### src/rtl/nibble_serial_adder16_if.sv
// nibble_serial_adder16_if: operand/result bus of the nibble-serial adder.
// Carries use_carry only when NIBBLE_ADDER_CARRY_CHAIN_EN is defined.
interface nibble_serial_adder16_if;
    logic        start;
    logic        sub;
    logic [15:0] a;
    logic [15:0] b;
`ifdef NIBBLE_ADDER_CARRY_CHAIN_EN
    logic        use_carry;
`endif
    logic        busy;
    logic        done;
    logic [15:0] result;
    logic        cout;
    logic        overflow;
    logic        zero;
    modport master (
`ifdef NIBBLE_ADDER_CARRY_CHAIN_EN
        output use_carry,
`endif
        output start, sub, a, b,
        input  busy, done, result, cout, overflow, zero
    );
    modport slave (
`ifdef NIBBLE_ADDER_CARRY_CHAIN_EN
        input  use_carry,
`endif
        input  start, sub, a, b,
        output busy, done, result, cout, overflow, zero
    );
endinterface

### src/rtl/nibble_serial_adder16.sv
// nibble_serial_adder16: 16-bit add/sub through one 4-bit slice, one nibble per clock.
// NIBBLE_ADDER_CARRY_CHAIN_EN adds use_carry (initial carry = previous cout).
module nibble_serial_adder16 #(
    parameter int NIBBLES = 4
) (
    input logic clk,
    input logic reset,
    nibble_serial_adder16_if.slave bus
);
    typedef enum logic [1:0] {IDLE, RUN, DONE} state_t;
    state_t      state, state_n;
    logic [1:0]  cnt;
    logic [15:0] ra, rb, acc;
    logic        c, cin, accept, last;
    logic [3:0]  idx;
    logic [4:0]  s;
    assign accept = bus.start && state != RUN;
    assign last   = cnt == 2'(NIBBLES - 1);
    assign idx    = {cnt, 2'b00};
    assign s      = {1'b0, ra[idx +: 4]} + {1'b0, rb[idx +: 4]} + {4'b0, c};
`ifdef NIBBLE_ADDER_CARRY_CHAIN_EN
    assign cin = bus.use_carry ? bus.cout : bus.sub;
`else
    assign cin = bus.sub;
`endif
    always_ff @(posedge clk)
        state <= reset ? IDLE : state_n;
    always_comb
        state_n = accept ? RUN : (state == RUN) ? (last ? DONE : RUN) : IDLE;
    always_comb begin
        bus.busy = state == RUN;
        bus.done = state == DONE;
    end
    always_ff @(posedge clk) begin
        if (reset) begin
            cnt          <= '0;
            c            <= 1'b0;
            ra           <= '0;
            rb           <= '0;
            acc          <= '0;
            bus.result   <= '0;
            bus.cout     <= 1'b0;
            bus.overflow <= 1'b0;
            bus.zero     <= 1'b0;
        end else if (accept) begin
            ra  <= bus.a;
            rb  <= bus.sub ? ~bus.b : bus.b;
            c   <= cin;
            cnt <= '0;
        end else if (state == RUN) begin
            acc[idx +: 4] <= s[3:0];
            c             <= s[4];
            cnt           <= cnt + 2'd1;
            if (last) begin
                bus.result   <= {s[3:0], acc[11:0]};
                bus.cout     <= s[4];
                bus.overflow <= (ra[15] == rb[15]) && (s[3] != ra[15]);
                bus.zero     <= {s[3:0], acc[11:0]} == 16'h0000;
            end
        end
    end
endmodule

### src/flat_wrapper.sv
// flat-port wrapper written by rule: the top's interface ports become plain ports
module nibble_serial_adder16_flat 
#(
    parameter int NIBBLES = 4
)
  (clk, reset, bus_start, bus_sub, bus_a, bus_b, bus_busy, bus_done, bus_result, bus_cout, bus_overflow, bus_zero);
  nibble_serial_adder16_if bus_i ();
  input logic clk;
  input logic reset;
  input wire logic [$bits(bus_i.start)-1:0] bus_start;
  input wire logic [$bits(bus_i.sub)-1:0] bus_sub;
  input wire logic [$bits(bus_i.a)-1:0] bus_a;
  input wire logic [$bits(bus_i.b)-1:0] bus_b;
  output wire logic [$bits(bus_i.busy)-1:0] bus_busy;
  output wire logic [$bits(bus_i.done)-1:0] bus_done;
  output wire logic [$bits(bus_i.result)-1:0] bus_result;
  output wire logic [$bits(bus_i.cout)-1:0] bus_cout;
  output wire logic [$bits(bus_i.overflow)-1:0] bus_overflow;
  output wire logic [$bits(bus_i.zero)-1:0] bus_zero;
  assign bus_i.start = bus_start;
  assign bus_i.sub = bus_sub;
  assign bus_i.a = bus_a;
  assign bus_i.b = bus_b;
  assign bus_busy = bus_i.busy;
  assign bus_done = bus_i.done;
  assign bus_result = bus_i.result;
  assign bus_cout = bus_i.cout;
  assign bus_overflow = bus_i.overflow;
  assign bus_zero = bus_i.zero;
  nibble_serial_adder16 #(.NIBBLES(NIBBLES)) u_core (.clk(clk), .reset(reset), .bus(bus_i));
endmodule
### config.mk
export PLATFORM = sky130hd
export DESIGN_NAME = nibble_serial_adder16_flat
export DESIGN_NICKNAME = d
export VERILOG_FILES = /design/src/rtl/nibble_serial_adder16_if.sv /design/src/rtl/nibble_serial_adder16.sv /design/src/flat_wrapper.sv
export SDC_FILE = /design/constraint.sdc
export NUM_CORES = 1
export LEC_CHECK = 0
export ABC_AREA = 1
export CAP_MARGIN = 5
export CORE_MARGIN = 2
export CORE_UTILIZATION = 62
export CTS_BUF_LIST = sky130_fd_sc_hd__clkbuf_16
export CTS_CLUSTER_DIAMETER = 40
export DETAILED_ROUTE_END_ITERATION = 8
export DONT_BUFFER_PORTS = 1
export HOLD_SLACK_MARGIN = 0.08
export PLACE_DENSITY = 0.88
export SYNTH_ARGS = -nofsm -noshare
export SYNTH_HDL_FRONTEND = slang
export SYNTH_SLANG_ARGS = --single-unit
### constraint.sdc
create_clock -name clk -period 3.4 [get_ports clk]
set_clock_uncertainty 0.2 [all_clocks]
set_input_delay 0.68 -clock clk [delete_from_list [all_inputs] [get_ports clk]]
set_output_delay 0.68 -clock clk [all_outputs]
set_load 0.05 [all_outputs]
==> flow_summary.toml, run 1 <==
[yosys]
synth-seq-cells = 68
synth_nets = 440
synth_cell_types = 30
yosysSeqAreaShare = 0.438
syn-cell-area_um2 = 3110
synthMuxAreaShare = 0
synth_compound_area_frac = 0.161
synth_top_family_by_area = "simple AND/OR/NAND/NOR gates"
async_reset_ff_frac = 0
syn_area_per_cell_um2 = 7.89
synth_ff_type = "dfxtp_1"
yosys.area_share.simple = 0.218
synth_xor_area_frac = 0.0479
synth_edf_count = 0
yosys_warnings = 0
synthAdderAreaFrac = 0.0451
syn_inst = 394

[global_routing]
antenna_found_initial = 0
grt-ovfl-total = 0
grt_max_degree = 33
grt_pass1_vias = 2284
grt_pass1_wl_mm = 10.6
grt_use_total = 0.253

[finish]
synthToLayoutAreaGrowth_pct = 7.44
fill_cells = 400
seqCellArea_um2 = 1360
layout_common_cells = "dfxtp_1, nand2_1, nor2_1"
antenna_cells = 0
layout-drive-gt1-share = 0.0740
final_common_cell = "dfxtp_1"
finalNetCount = 433
fin_util = 0.698
multi_input_area_um2 = 1470

[critical_path]
critPathMaxFanout = 20
path_class = "reg2reg"
rrSetupSlack_ns = 0.67
r2r-start = "u_core.cnt[0]$_SDFFE_PP0P_"
cp-start-kind = "flip-flop"
crit_path_start = "u_core.cnt[0]$_SDFFE_PP0P_"
reg2reg_to = "u_core.bus.zero$_SDFFE_PP0P_"
endpoint = "u_core.bus.zero$_SDFFE_PP0P_"
arrival_ns = 2.75
reg2regPathDepth = 10
end_kind = "flip-flop"
critPathRequiredTime_ns = 3.42

[pwr]
leakage_nw = 1.30
power.switching_mw = 0.496
totalPowerFinal_mw = 1.97
switching_share = 0.252
combPwrFrac = 0.115
power_density_nw_per_um2 = 589
pwr-share-seq = 0.435
p_int_mw = 1.47
vdd_drop_max_v = 0.000467
clock_power_share = 0.450

[clock_network]
cts_buffers = 9
clock-root-buffer = "clkbuf_16"
clkTransAtPathRegs_ns = 0.06
cts_num_sinks = 68
htreeDepth = 3
cts_tree = "built"
cts_hold_buffers = 0
cts_setup_buffers = 0
clk_path_buf_depth = 2
insertion_delay_ns = 0.33
post_cts_resized = 0

[floorplan]
core_um2 = 4790
die_x_um = 74.8
placementRows = 25
die_area_um2 = 5600
start_util = 0.650
dieHeight_um = 74.8
pin_count = 57

[min_path]
hold_path.class = "in2reg"

[sta]
min_period_over_period = 0.803
worst_slew_pin_slew_ns = 0.897
rsz0062_at_grt = "false"
setup_viol = 0
tns_ns = 0
fmax_mhz = 366
max_slew_margin = 0.400
timing.final.max_slew_violations = 0
period_needed_ns = 2.73
hold_violations = 0

[placement]
gp_congestion = 0.851
portBuffers = 0
hpwl_mm = 4.51

[drt]
ant_nets = 0
num_vias = 2544
wl_met1_mm = 2.65
drt_pass1_iterations = 4
initialDrtViolationCount = 156
met3_length_um = 441
routed.top_layer = "met4"
drt-vias-per-instance = 5.54
drc = 0
routed_wl_mm = 6.39
wl_per_cell_um = 13.9
met2WireLength_mm = 3.16

[flow_run]
maxCapViolations = 0

[run_status]
outcome = "finished clean"
==> power groups by stage <==
stage          sequential [mW]  combinational [mW]  clock (mW)
5_1_grt                  0.860               0.261       0.923
4_1_cts                  0.856               0.227       0.888
3_3_place_gp             0.871               0.217           0
6_report                 0.856               0.226       0.885
3_5_place_dp             0.873               0.223           0
2_1_floorplan            0.866               0.200           0
==> final cells by class <==
cell class,count,share of cell area
multi-input cells,272,0.439
clock inverters,7,0.0172
clock buffers,9,0.0674
well taps,67,0.0251
flip-flops and latches,68,0.407
inverters,35,0.0416
repair buffers,1,0.00225
==> worst max-delay path: stages, from the launching register on <==
cell and delay [ns]:
dfxtp_1 0.33, clkinv_1 0.39, o21ai_0 0.31, o22ai_1 0.12, fa_1 0.42, inv_1 0.08, fa_1 0.46, nand3_1 0.11
nor2_1 0.05, nand3_1 0.09, o21ai_2 0.05
==> cells in the mapped netlist, types with 3 or more instances <==
master | instances | area, um^2
nand3_1 | 20 | 100
nand2_4 | 5 | 56.3
dfxtp_1 | 68 | 1360
inv_1 | 30 | 113
o21ai_0 | 44 | 220
o22ai_1 | 8 | 50.1
nor2_1 | 57 | 214
o21ai_1 | 12 | 60.1
nand2_1 | 61 | 229
xnor2_1 | 17 | 149
a211oi_1 | 4 | 30.0
buf_4 | 5 | 37.5
nand4_1 | 5 | 31.3
a22oi_1 | 3 | 22.5
a21oi_1 | 18 | 90.1
buf_6 | 6 | 67.6
ha_1 | 8 | 100
buf_2 | 6 | 30.0
==> sequential cells by signal, summed over array words and instances, names as in the netlist <==
signal and cells:
u_core.acc 12, u_core.bus.cout 1, u_core.bus.overflow 1, u_core.bus.result 16, u_core.bus.zero 1, u_core.c 1
u_core.cnt 2, u_core.ra 16, u_core.rb 16, u_core.state 2
==> stage by stage <==
stage / hold WS, ns / setup WS (ns) / cells / instance area (um^2)
2_1_floorplan: 0.244 / 0.900 / 394 / 3110
3_3_place_gp: 0.247 / 0.735 / 443 / 3060
3_5_place_dp: 0.251 / 0.700 / 443 / 3060
4_1_cts: 0.209 / 0.685 / 459 / 3340
5_1_grt: 0.207 / 0.394 / 459 / 3340
6_report: 0.212 / 0.670 / 459 / 3340
==> logic make-up (layout without fill, tap and decap cells) <==
| kind of cell | count (synthesis) | count (layout) |
|---|---|---|
| xor gates and xnor gates | 17 | 17 |
| adders and majority gates | 10 | 10 |
| buffers and inverters | 54 | 52 |
| AOI/OAI and AO/OA | 92 | 92 |
| DFF | 68 | 68 |
| and+or+nand+nor | 153 | 153 |
==> layer usage <==
layer,up-vias,global-route usage
li1,1277,-
met1,1172,0.313
met2,83,0.409
met3,12,0.0910
met4,0,0.0873
met5,-,0
==> worst min path at each step <==
stage	slack, ns	depth (start not counted)	to	startpoint
after floorplan	0.24	2	u_core.acc[0]$_SDFFE_PP0P_	u_core.acc[0]$_SDFFE_PP0P_
after global placement	0.25	2	u_core.acc[0]$_SDFFE_PP0P_	u_core.acc[0]$_SDFFE_PP0P_
after detailed placement	0.25	2	u_core.acc[0]$_SDFFE_PP0P_	u_core.acc[0]$_SDFFE_PP0P_
after CTS	0.21	1	u_core.acc[2]$_SDFFE_PP0P_	reset
after global routing	0.21	1	u_core.acc[0]$_SDFFE_PP0P_	reset
final	0.21	1	u_core.acc[2]$_SDFFE_PP0P_	reset
Note: power is estimated with default switching activity, not from simulation.
==> run 2: changes to the inputs <==
--- a/config.mk
+++ b/config.mk
@@ -8,13 +8,13 @@
 export ABC_AREA = 1
 export CAP_MARGIN = 5
 export CORE_MARGIN = 2
-export CORE_UTILIZATION = 62
+export CORE_UTILIZATION = 56
 export CTS_BUF_LIST = sky130_fd_sc_hd__clkbuf_16
 export CTS_CLUSTER_DIAMETER = 40
 export DETAILED_ROUTE_END_ITERATION = 8
 export DONT_BUFFER_PORTS = 1
 export HOLD_SLACK_MARGIN = 0.08
-export PLACE_DENSITY = 0.88
+export PLACE_DENSITY = 0.84
 export SYNTH_ARGS = -nofsm -noshare
 export SYNTH_HDL_FRONTEND = slang
 export SYNTH_SLANG_ARGS = --single-unit
==> constraint.sdc (replaced) <==
create_clock -name clk -period 2.48 [get_ports clk]
set_clock_uncertainty 0.2 [all_clocks]
set_input_delay 0.496 -clock clk [delete_from_list [all_inputs] [get_ports clk]]
set_output_delay 0.496 -clock clk [all_outputs]
set_load 0.05 [all_outputs]
==> run 2 against run 1 <==
Count of clock-buffer cells in the layout unchanged. Non-clock buffer count increased by 13. Maximum frequency increased by 14%. Utilization is 5.2 points lower. Register-to-register slack got worse by 0.58 ns. Final cell count rose by 3.7%. Wire length grew 6.4%. Final area grew 5.2%. Worst hold slack got worse by 0.082 ns.
==> flow_summary.toml, run 2 (synthesized netlist as in run 1, its figures left out) <==
[placement]
place_area_um2 = 3120
portBuffers = 0
hpwl_mm = 4.72
gp_congestion = 0.911

[drt]
initialDrtViolationCount = 210
drt-vias-per-instance = 5.46
num_vias = 2598
drc = 0
wl_per_cell_um = 14.3
drt_pass1_iterations = 4
ant_nets = 0
routed_wl_mm = 6.80

[clock_network]
cts_num_sinks = 68
clk_path_buf_depth = 2
htreeDepth = 3
clock-root-buffer = "clkbuf_16"
clkTransAtPathRegs_ns = 0.05
cts_buffers = 9
insertion_delay_ns = 0.34
cts_tree = "built"

[floorplan]
core_um2 = 5440
die_area_um2 = 6160
start_util = 0.572
dieHeight_um = 78.5
die_x_um = 78.5
placementRows = 27
pin_count = 57

[critical_path]
cp-start-kind = "flip-flop"
path_class = "reg2reg"
critPathMaxFanout = 11
critPathRequiredTime_ns = 2.55
reg2regPathDepth = 10
reg2reg_to = "u_core.bus.zero$_SDFFE_PP0P_"
r2r-start = "u_core.cnt[0]$_SDFFE_PP0P_"
end_kind = "flip-flop"
arrival_ns = 2.46
rrSetupSlack_ns = 0.1

[pwr]
power_density_nw_per_um2 = 773
leakage_nw = 1.39
vdd_drop_max_v = 0.000510

[global_routing]
grt_pass1_vias = 2417
grt_pass1_wl_mm = 11.0
grt_max_degree = 33
grt-ovfl-total = 0
antenna_found_initial = 0
grt_use_total = 0.231

[sta]
worst_slew_pin_slew_ns = 0.542
fmax_mhz = 419
max_slew_margin = 0.638
tns_ns = 0
hold_violations = 0
min_period_over_period = 0.962
timing.final.max_slew_violations = 0
period_needed_ns = 2.38
setup_viol = 0

[finish]
synthToLayoutAreaGrowth_pct = 13.0
design_area_um2 = 3510
antenna_cells = 0
reg_top3 = "u_core.bus.result (16), u_core.ra (16), u_core.rb (16)"
final_common_cell = "dfxtp_1"
fin_util = 0.646
finalNetCount = 446
layout_common_cells = "dfxtp_1, nand2_1, nor2_1"
layout-drive-gt1-share = 0.104

[flow_run]
maxCapViolations = 0

[run_status]
outcome = "finished clean"

[min_path]
holdPathEnd = "u_core.ra[7]$_SDFFE_PP0P_"
hold_path.class = "in2reg"
min_from = "bus_a[7]"
hold_depth = 2
==> run 2: timing repair <==
| item | 4_1_cts | 5_1_grt |
|---|---|---|
| setup buffers | 0 | 1 |
| endpoints found under the hold margin | 17 | 13 |
| hold buffers | 4 | 1 |
| cloned | 0 | 1 |
| resized for setup | 6 | 7 |
| pin swaps | 3 | 4 |
| endpoints found under the setup margin | 6 | 14 |
==> run 2: worst max path at each step <==
stage / startpoint / endpoint / slack, ns / cells after the start
after global routing: u_core.cnt[0]$_SDFFE_PP0P_ / u_core.bus.overflow$_SDFFE_PP0P_ / -0.002 / 12
final: u_core.cnt[0]$_SDFFE_PP0P_ / u_core.bus.zero$_SDFFE_PP0P_ / 0.1 / 10
after CTS: u_core.cnt[0]$_SDFFE_PP0P_ / u_core.acc[6]$_SDFFE_PP0P_ / 0.0005 / 10
after detailed placement: u_core.cnt[0]$_SDFFE_PP0P_ / u_core.acc[10]$_SDFFE_PP0P_ / -0.09 / 10
after global placement: u_core.cnt[1]$_SDFFE_PP0P_ / u_core.acc[10]$_SDFFE_PP0P_ / -0.009 / 9
after floorplan: u_core.cnt[0]$_SDFFE_PP0P_ / u_core.bus.zero$_SDFFE_PP0P_ / 0.02 / 11
==> run 2: final cells by class <==
class	count	area (um^2)
timing repair buffer	14	148
multi-input combinational	272	1490
fill	471	1920
clock buffer	9	225
inverter	35	141
clock inverter	6	48.8
sequential	68	1370
tap	72	90.1
==> run 2: through the flow <==
stage,power [mW],std cells,setup slack (ns),hold WS (ns)
3_5_place_dp,1.51,454,-0.0881,0.250
5_1_grt,2.83,476,-0.00163,0.143
6_report,2.72,476,0.0955,0.129
2_1_floorplan,1.46,394,0.0227,0.244
4_1_cts,2.70,473,0.000461,0.0229
3_3_place_gp,1.50,454,-0.00929,0.248
==> run 2: worst max-delay path: stages (launching register included) <==
cell     delay [ns]
dfxtp_4        0.39
buf_12         0.13
o21ai_0        0.10
o22ai_1        0.21
fa_2           0.25
inv_1          0.06
fa_2           0.56
nand3_1        0.09
nor2_1         0.12
nand3_1        0.10
o21ai_2        0.11
==> run 2: where the power goes <==
| part | leakage (nW) | switching (mW) | internal, mW |
|---|---|---|---|
| registers | 0.556 | 0.0310 | 1.14 |
| clock network | 0.140 | 0.438 | 0.753 |
| logic | 0.693 | 0.212 | 0.141 |
==> run 2: per-layer routing <==
layer	track usage	vias up	part of all wire
met5	0	-	0
met4	0.104	0	0.015
met1	0.274	1191	0.41
li1	-	1304	-
met3	0.0724	12	0.086
met2	0.381	91	0.49
==> run 3: changes to the inputs <==
--- a/config.mk
+++ b/config.mk
@@ -10,9 +10,9 @@
 export CORE_MARGIN = 2
 export CORE_UTILIZATION = 56
 export CTS_BUF_LIST = sky130_fd_sc_hd__clkbuf_16
-export CTS_CLUSTER_DIAMETER = 40
 export DETAILED_ROUTE_END_ITERATION = 8
 export DONT_BUFFER_PORTS = 1
+export GPL_TIMING_DRIVEN = 0
 export HOLD_SLACK_MARGIN = 0.08
 export PLACE_DENSITY = 0.84
 export SYNTH_ARGS = -nofsm -noshare
==> run 3 against run 2 <==
Largest cell class unchanged. Final area is 2.9% higher. Register-to-register slack worse by 0.07 ns. Clock power is 7% lower. Highest routed layer unchanged.
==> flow_summary.toml, run 3 (synthesized netlist as in run 1, its figures left out) <==
[run_status]
outcome = "finished clean"

[clock_network]
clk_path_buf_depth = 2
cts_tree = "built"
clock-root-buffer = "clkbuf_16"
cts_hold_buffers = 0
cts_num_sinks = 68
clkTransAtPathRegs_ns = 0.05
cts_buffers = 9
htreeDepth = 3
insertion_delay_ns = 0.34

[finish]
final_common_cell = "dfxtp_1"
synthToLayoutAreaGrowth_pct = 16.3
finalNetCount = 458
antenna_cells = 0
fin_util = 0.665
stdcell_count = 489
design_area_um2 = 3620
layout-drive-gt1-share = 0.165
fill_cells = 473
reg_top3 = "u_core.bus.result (16), u_core.ra (16), u_core.rb (16)"
layout_common_cells = "dfxtp_1, nand2_1, nor2_1"

[critical_path]
endpoint = "u_core.bus.zero$_SDFFE_PP0P_"
arrival_ns = 2.48
path_class = "reg2reg"
cpMaxStageDelayCell = "fa_2"
cp-start-kind = "flip-flop"
end_kind = "flip-flop"
rrSetupSlack_ns = 0.03
crit_path_start = "u_core.cnt[0]$_SDFFE_PP0P_"
r2r-start = "u_core.cnt[0]$_SDFFE_PP0P_"
path_cells = "buf_8 -> o21ai_0 -> o22ai_2 -> fa_2 -> inv_1 -> fa_2 -> nand3_1 -> nor2_1 -> nand3_1 -> o21ai_2"
critPathRequiredTime_ns = 2.51
reg2regPathDepth = 10
cp_slowest_stage_delay_ns = 0.48
critPathMaxFanout = 10
reg2reg_to = "u_core.bus.zero$_SDFFE_PP0P_"

[global_routing]
grt_use_total = 0.252
grt-ovfl-total = 0
grt_pass1_vias = 2550
grt_max_degree = 13
antenna_found_initial = 0
grt_pass1_wl_mm = 11.8

[floorplan]
die_x_um = 78.5
core_um2 = 5440
dieHeight_um = 78.5
start_util = 0.572
pin_count = 57
die_area_um2 = 6160
placementRows = 27

[min_path]
hold_path.class = "in2reg"

[placement]
gp_congestion = 0.859
portBuffers = 0
place_area_um2 = 3200
hpwl_mm = 4.87
dpl.cell_count = 466
dp_slack_ns = -0.395

[sta]
setup_viol = 0
min_period_over_period = 0.988
period_needed_ns = 2.45
worst_slew_pin_slew_ns = 0.954
fmax_mhz = 408
rsz0062_at_grt = "true"
fin_ws_ns = 0.0296
hold_violations = 0
max_slew_margin = 0.362
timing.final.max_slew_violations = 0

[drt]
met3_length_um = 520
met2WireLength_mm = 3.58
initialDrtViolationCount = 152
wl_met1_mm = 2.81
routed.top_layer = "met4"
wl_per_cell_um = 14.6
drt-vias-per-instance = 5.42
ant_nets = 0
num_vias = 2648
drt_pass1_iterations = 4
drc = 0
routed_wl_mm = 7.12

[pwr]
vdd_drop_max_v = 0.000537
totalPowerFinal_mw = 2.70
leakage_nw = 1.43
power_density_nw_per_um2 = 745

[flow_run]
maxCapViolations = 0
run 3: cell types whose count changed in the layout (fill, tap and decap cells not counted), sizes merged:
cell / change
buf: +17
bufinv: -1
clkinv: +4
clkinvlp: +1
dlygate4sd3: -5
inv: -3
run 3: through the flow:
stage,TNS [ns],hold slack (ns)
after global routing,-0.0846,0.134
after detailed placement,-3.87,0.259
after CTS,0,0.122
after global placement,-3.04,0.254
after floorplan,0,0.244
final,0,0.130
run 3: worst min path at each step:
| stage | startpoint | end | slack (ns) | depth (start not counted) |
|---|---|---|---|---|
| after floorplan | u_core.acc[0]$_SDFFE_PP0P_ | u_core.acc[0]$_SDFFE_PP0P_ | 0.24 | 2 |
| after global placement | u_core.acc[3]$_SDFFE_PP0P_ | u_core.acc[3]$_SDFFE_PP0P_ | 0.25 | 2 |
| after detailed placement | u_core.acc[2]$_SDFFE_PP0P_ | u_core.acc[2]$_SDFFE_PP0P_ | 0.26 | 2 |
| after CTS | bus_a[11] | u_core.ra[11]$_SDFFE_PP0P_ | 0.12 | 2 |
| after global routing | bus_a[3] | u_core.ra[3]$_SDFFE_PP0P_ | 0.13 | 2 |
| final | bus_a[3] | u_core.ra[3]$_SDFFE_PP0P_ | 0.13 | 2 |
run 3: cell type report:
| cell class | instances | area, um^2 | share of cell area |
|---|---|---|---|
| inverter | 35 | 144 | 0.0398 |
| clock buffer | 9 | 225 | 0.0623 |
| multi-input combinational | 272 | 1520 | 0.420 |
| buffer | 19 | 185 | 0.0512 |
| tap | 72 | 90.1 | 0.0249 |
| clock inverter | 7 | 33.8 | 0.00934 |
| sequential | 68 | 1370 | 0.378 |
| timing repair buffer | 7 | 52.6 | 0.0145 |
run 3: repair_timing:
action,in CTS,in global routing
gates resized for setup,22,14
buffers inserted,2,5
pin swaps,4,5
setup endpoints to repair,18,15
run 3: routing by layer:
layer / global-route usage / up-vias
li1: - / 1325
met1: 0.281 / 1195
met2: 0.422 / 105
met3: 0.108 / 23
met4: 0.100 / 0
met5: 0 / -
run 3: power breakdown:
part           total [mW]  switching, mW  internal, mW
combinational       0.406          0.237         0.169
clock                1.11          0.455         0.659
sequential           1.18         0.0347          1.14
total                2.70          0.727          1.97
run 3: worst max-delay path: cells and delay by family (launching register included):
kind	cells	cell delay, ns
fa+ha+maj	2	0.85
compound gates	3	0.42
flops	1	0.37
simple gates	3	0.26
buf+inv	2	0.23
